### src/rtl/reg_write_arbiter_pkg.sv
// Shared types, default parameters and helpers for reg_write_arbiter and its sub-blocks.
package reg_write_arbiter_pkg;

    typedef enum logic {
        IDLE  = 1'b0,
        GRANT = 1'b1
    } state_e;

    localparam int N_REQ_DEF = 4;
    localparam int WIDTH_DEF = 8;
    localparam int CNT_W_DEF = 8;

    // Largest supported requester count; onehot() is sized for it and callers slice.
    localparam int N_REQ_MAX = 8;
    localparam int IDX_W_MAX = 3;

    function automatic logic [N_REQ_MAX-1:0] onehot(input logic [IDX_W_MAX-1:0] index);
        logic [N_REQ_MAX-1:0] v;
        v        = '0;
        v[index] = 1'b1;
        return v;
    endfunction

endpackage

### src/rtl/reg_write_arbiter_dff.sv
// Single-bit resettable D flip-flop used as the storage cell of the shared register.
module dff_r (
    input  logic clk,
    input  logic rst_n,
    input  logic d,
    output logic q
);

    // Storage cell, cleared asynchronously.
    always_ff @(posedge clk or negedge rst_n) begin
        if (!rst_n) begin
            q <= 1'b0;
        end else begin
            q <= d;
        end
    end

endmodule

### src/rtl/reg_write_arbiter_rr_pick.sv
// Combinational round-robin picker: first set request at or after ptr, wrapping.
module rr_pick #(
    parameter int N_REQ = 4,
    parameter int PTR_W = (N_REQ > 1) ? $clog2(N_REQ) : 1
) (
    input  logic [N_REQ-1:0] req,
    input  logic [PTR_W-1:0] ptr,
    output logic [PTR_W-1:0] winner,
    output logic             found
);

    logic [PTR_W:0] idx_s;

    // Walk offsets from farthest to nearest so the nearest set bit is the last to overwrite.
    always_comb begin
        winner = '0;
        found  = 1'b0;
        idx_s  = '0;
        for (int k = N_REQ - 1; k >= 0; k--) begin
            idx_s = {1'b0, ptr} + (PTR_W+1)'(k);
            if (idx_s >= (PTR_W+1)'(N_REQ)) begin
                idx_s = idx_s - (PTR_W+1)'(N_REQ);
            end else begin
                idx_s = idx_s;
            end
            if (req[idx_s[PTR_W-1:0]]) begin
                winner = idx_s[PTR_W-1:0];
                found  = 1'b1;
            end else begin
                found  = found;
            end
        end
    end

endmodule

### src/rtl/reg_write_arbiter.sv
// Round-robin arbiter writing one of N_REQ requesters into a shared register per cycle.
// Optional REG_WRITE_ARBITER_LOCK_EN adds a lock input that keeps the current grant.
module reg_write_arbiter
    import reg_write_arbiter_pkg::*;
#(
    parameter int N_REQ = N_REQ_DEF,
    parameter int WIDTH = WIDTH_DEF,
    parameter int CNT_W = CNT_W_DEF
) (
    input  logic                   clk,
    input  logic                   reset_n,
`ifdef REG_WRITE_ARBITER_LOCK_EN
    input  logic                   lock,
`endif
    input  logic [N_REQ-1:0]       req,
    input  logic [N_REQ*WIDTH-1:0] wdata,
    output logic [N_REQ-1:0]       grant,
    output logic [WIDTH-1:0]       q,
    output logic                   q_valid,
    output logic [CNT_W-1:0]       wr_cnt,
    output logic                   busy
);

    localparam int PTR_W = (N_REQ > 1) ? $clog2(N_REQ) : 1;

    state_e               state_q;
    logic [PTR_W-1:0]     ptr_q;
    logic [PTR_W-1:0]     gidx_q;
    logic [N_REQ-1:0]     grant_q;
    logic                 q_valid_q;
    logic [CNT_W-1:0]     wr_cnt_q;

    logic [PTR_W-1:0]     win_s;
    logic                 found_s;
    logic                 hold_s;
    logic                 load_s;
    logic [WIDTH-1:0]     wsel_s;
    logic [WIDTH-1:0]     q_d;
    logic [WIDTH-1:0]     q_s;
    logic [N_REQ_MAX-1:0] win_oh_s;
    logic [PTR_W-1:0]     ptr_d;

    rr_pick #(
        .N_REQ (N_REQ),
        .PTR_W (PTR_W)
    ) u_pick (
        .req    (req),
        .ptr    (ptr_q),
        .winner (win_s),
        .found  (found_s)
    );

    // Next-grant helpers and the load mux feeding the shared register.
    always_comb begin
`ifdef REG_WRITE_ARBITER_LOCK_EN
        hold_s = (state_q == GRANT) && lock && req[gidx_q];
`else
        hold_s = 1'b0;
`endif
        load_s   = (state_q == GRANT);
        wsel_s   = wdata[int'(gidx_q)*WIDTH +: WIDTH];
        q_d      = load_s ? wsel_s : q_s;
        win_oh_s = onehot(IDX_W_MAX'(win_s));
        if (win_s == PTR_W'(N_REQ - 1)) begin
            ptr_d = '0;
        end else begin
            ptr_d = win_s + PTR_W'(1);
        end
    end

    // Arbitration FSM with registered grant, write strobe and write counter.
    always_ff @(posedge clk or negedge reset_n) begin
        if (!reset_n) begin
            state_q   <= IDLE;
            ptr_q     <= '0;
            gidx_q    <= '0;
            grant_q   <= '0;
            q_valid_q <= 1'b0;
            wr_cnt_q  <= '0;
        end else begin
            case (state_q)
                IDLE: begin
                    q_valid_q <= 1'b0;
                    if (found_s) begin
                        state_q <= GRANT;
                        grant_q <= win_oh_s[N_REQ-1:0];
                        gidx_q  <= win_s;
                        ptr_q   <= ptr_d;
                    end else begin
                        grant_q <= '0;
                    end
                end
                GRANT: begin
                    q_valid_q <= 1'b1;
                    wr_cnt_q  <= wr_cnt_q + CNT_W'(1);
                    if (hold_s) begin
                        state_q <= GRANT;
                    end else if (found_s) begin
                        grant_q <= win_oh_s[N_REQ-1:0];
                        gidx_q  <= win_s;
                        ptr_q   <= ptr_d;
                    end else begin
                        state_q <= IDLE;
                        grant_q <= '0;
                    end
                end
                default: begin
                    state_q   <= IDLE;
                    grant_q   <= '0;
                    q_valid_q <= 1'b0;
                end
            endcase
        end
    end

    // The shared register itself: one resettable flop per bit.
    for (genvar i = 0; i < WIDTH; i++) begin : g_qbit
        dff_r u_bit (
            .clk   (clk),
            .rst_n (reset_n),
            .d     (q_d[i]),
            .q     (q_s[i])
        );
    end

    assign grant   = grant_q;
    assign q       = q_s;
    assign q_valid = q_valid_q;
    assign wr_cnt  = wr_cnt_q;
    assign busy    = (state_q == GRANT);

endmodule

### config.mk
export PLATFORM = sky130hd
export DESIGN_NAME = reg_write_arbiter
export DESIGN_NICKNAME = d
export VERILOG_FILES = /design/src/rtl/reg_write_arbiter_pkg.sv /design/src/rtl/reg_write_arbiter_dff.sv /design/src/rtl/reg_write_arbiter_rr_pick.sv /design/src/rtl/reg_write_arbiter.sv
export SDC_FILE = /design/constraint.sdc
export NUM_CORES = 1
export LEC_CHECK = 0
export ABC_AREA = 1
export ABC_CLOCK_PERIOD_IN_PS = 4200
export CAP_MARGIN = 20
export CORE_ASPECT_RATIO = 1.25
export CORE_UTILIZATION = 47
export CTS_CLUSTER_SIZE = 25
export DETAILED_ROUTE_END_ITERATION = 10
export GPL_TIMING_DRIVEN = 0
export PLACE_DENSITY = 0.95
export SETUP_SLACK_MARGIN = 0.2
export SYNTH_ARGS = -nofsm -noshare
export SYNTH_HDL_FRONTEND = slang
export SYNTH_SLANG_ARGS = --single-unit
### constraint.sdc
create_clock -name clk -period 4.2 [get_ports clk]
set_input_delay 1.05 -clock clk [delete_from_list [all_inputs] [get_ports clk]]
set_output_delay 1.05 -clock clk [all_outputs]
set_load 0.05 [all_outputs]
==> results.sh <==
export IMPL_fin_nets=299
export IMPL_gr_total_overflow=0
export IMPL_drv_cap=0
export IMPL_slew_viol_final=0
export IMPL_die_h_um=65.6
export IMPL_critical_path_slowest_cell="clkdlybuf4s50_1"
export IMPL_avgSynthCellArea_um2=7.96
export IMPL_path_buf_inv=1
export IMPL_finalCritPeriodShare_pct=63.4
export IMPL_critPathKind="register to output port"
export IMPL_setup_tns_ns=0
export IMPL_clk_latency_ns=0.32
export IMPL_fin_skew_ns=0.00300
export IMPL_max_slew_margin_pct=63.1
export IMPL_cts_sinks=26
export IMPL_fmax_mhz=375
export IMPL_cts_made_buffers=3
export IMPL_post_cts_resized=0
export IMPL_max_slew_worst_pin_slew_ns=0.551
export IMPL_io_buffers=59
export IMPL_crit_chain="clkdlybuf4s50_1"
export IMPL_ys_types=29
export IMPL_critPathMaxStageDelay_ns=0.84
export IMPL_dp_hpwl_mm=2.73
export IMPL_endpoint_kind="output port"
export IMPL_power_density_mw_per_mm2=892
export IMPL_routedLengthMet1_mm=1.43
export IMPL_final_util_pct=73.6
export IMPL_power_leakage_nw=1.02
export IMPL_place_gp_congestion=0.894
export IMPL_rows=22
export IMPL_via_per_inst=5.04
export IMPL_post_cts_buffers=0
export IMPL_synth_area_mm2=0.00152
export IMPL_routedWlPerCell_um=12.4
export IMPL_path_delay_family="buffers and inverters"
export IMPL_path_max_fanout=4
export IMPL_htree_levels=1
export IMPL_critPathLaunchType="register"
export IMPL_hold_viol_final=0
export IMPL_fp_dieArea_mm2=0.00347
export IMPL_synthCells=191
export IMPL_ant_nets=0
export IMPL_synth_top_area_cell="dfrtp_1"
export IMPL_drive_above_1_share_pct=14.5
export IMPL_die_x_um=52.9
export IMPL_antennaDiodeCount=0
export IMPL_dr_max_layer_used="met4"
export IMPL_grt_pass1_vias=1356
export IMPL_ff2ff_setup_slack_ns=2.41
export IMPL_cts_buffer_depth=2
export IMPL_core_area_mm2=0.00300
export IMPL_yosys_warnings=0
export IMPL_yosysTopAreaCellShare_pct=42.8
export IMPL_required_ns=3.15
export IMPL_finalSetupViolations=0
export IMPL_syn_num_nets=234
export IMPL_min_path_type="register to register"
export IMPL_track_usage_pct=22.2
export IMPL_start_util_pct=50.7
export IMPL_rsz0062_at_grt="no"
export IMPL_pin_count=60
export IMPL_route_met2_wl_mm=2.02
export IMPL_ys_seq_elements=26
export IMPL_synthTopCellsByArea="dfrtp_1, nor2_1, o21ai_0"
export IMPL_critPathArrivalTime_ns=1.61
export IMPL_status="completed"
export IMPL_drc=0
export IMPL_num_vias=1468
export IMPL_ctsHoldBuffers=0
export IMPL_yosysSeqAreaShare_pct=42.8
export IMPL_irDropWorstVdd_mv=0.647
export IMPL_route_met3_wl_um=102
export IMPL_grt_pass1_wl_mm=5.78
export IMPL_root_buffer="clkbuf_4"
export IMPL_clk_pin_slew_ns=0.13
export IMPL_firstDrtPassIters=4
export IMPL_drt_initial_drc_count=43
export IMPL_antenna_found_initial=0
export IMPL_fin_crit_ns=2.66
export IMPL_grt_max_degree=27
export IMPL_layout_area_overhead_vs_synth_pct=45.2
export IMPL_routed_wl_mm=3.61
export IMPL_cts_tree="built"
-- cells by family (layout without fill, tap and decap cells) --
logic type	after synthesis	count (layout)	share of synthesized area [%]
compound gates	28	28	10.0
xor+xnor	6	6	3.46
fa+ha+maj	5	5	4.12
buf+inv	32	96	11.4
flops	26	26	42.8
mux	1	1	0.741
simple gates	93	93	27.4
-- cell usage in the layout, fill, tap and decap left out, types with 8 or more instances in the layout --
cell | synthesis | routed
a31oi_1 | 8 | 8
buf_4 | 8 | 8
clkdlybuf4s50_1 | 0 | 59
dfrtp_1 | 26 | 26
inv_1 | 13 | 13
nand2_1 | 18 | 18
nand2_2 | 8 | 8
nand3_1 | 11 | 11
nor2_1 | 48 | 48
o21ai_0 | 17 | 17
-- cell type report --
type | count | area [µm²]
fillers | 198 | 793
multi-input cells | 133 | 696
flip-flops and latches | 26 | 651
repair buffers | 60 | 606
plain buffers | 15 | 100
inverters | 17 | 73.8
well taps | 36 | 45.0
clock buffers | 4 | 36.3
-- final timing paths --
check / depth (start not counted) / start / end
setup / recovery: 1 / wr_cnt[0]$_DFFE_PN0P_ / wr_cnt[0]
hold / removal: 0 / busy$_DFF_PN0_ / q_valid$_DFF_PN0_
setup reg to reg: 12 / ptr_q[0]$_DFFE_PN0P_ / ptr_q[1]$_DFFE_PN0P_
hold reg to reg: 0 / busy$_DFF_PN0_ / q_valid$_DFF_PN0_
max in group asynchronous: 2 / reset_n / wr_cnt[1]$_DFFE_PN0P_
min in group asynchronous: 1 / reset_n / g_qbit[2].u_bit.q$_DFFE_PN0P_
-- synth_stat cells --
master / n
ha_1: 5
inv_6: 1
buf_6: 1
nor2_4: 1
nor2_1: 48
or2_2: 1
inv_1: 13
o21bai_1: 1
clkinv_4: 1
dfrtp_1: 26
buf_4: 8
nand2_1: 18
o21ai_0: 17
and3_1: 1
nand3_1: 11
xnor2_1: 4
nor2_2: 1
nand2_4: 1
inv_2: 2
nand2_2: 8
nand3_2: 1
a21oi_1: 1
buf_2: 5
xor2_1: 2
o21ai_1: 1
nand4_1: 2
a31oi_1: 8
clkbuf_1: 1
mux2_2: 1
-- state kept, by name, summed over array words and instances, names as in the netlist --
signal / count
grant: 4
busy: 1
g_qbit.u_bit.q: 8
ptr_q: 2
wr_cnt: 8
q_valid: 1
gidx_q: 2
-- report_power, final --
part | switching [mW] | leakage [nW] | internal, mW
Sequential | 0.0851 | 0.307 | 0.380
Clock | 0.0725 | 0.0210 | 0.0530
Combinational | 0.862 | 0.696 | 0.516
Total | 1.02 | 1.02 | 0.949
-- per-layer routing --
metal,vias up,track usage [%]
met3,6,1.62
met2,46,42.1
li1,732,-
met4,0,7.57
met1,684,25.1
met5,-,0
-- through the flow --
| step | cells | worst slack (ns) | instance area, µm² | hold slack [ns] | total power [mW] |
|---|---|---|---|---|---|
| floorplan | 191 | 2.01 | 1520 | 0.514 | 1.46 |
| global placement | 286 | 1.47 | 2160 | 0.425 | 1.79 |
| detailed placement | 286 | 1.42 | 2160 | 0.441 | 1.84 |
| CTS | 290 | 1.52 | 2190 | 0.463 | 1.97 |
| global route | 291 | 1.48 | 2210 | 0.502 | 2.13 |
| finish | 291 | 1.54 | 2210 | 0.469 | 1.97 |
Note: power is estimated with default switching activity, not from simulation.
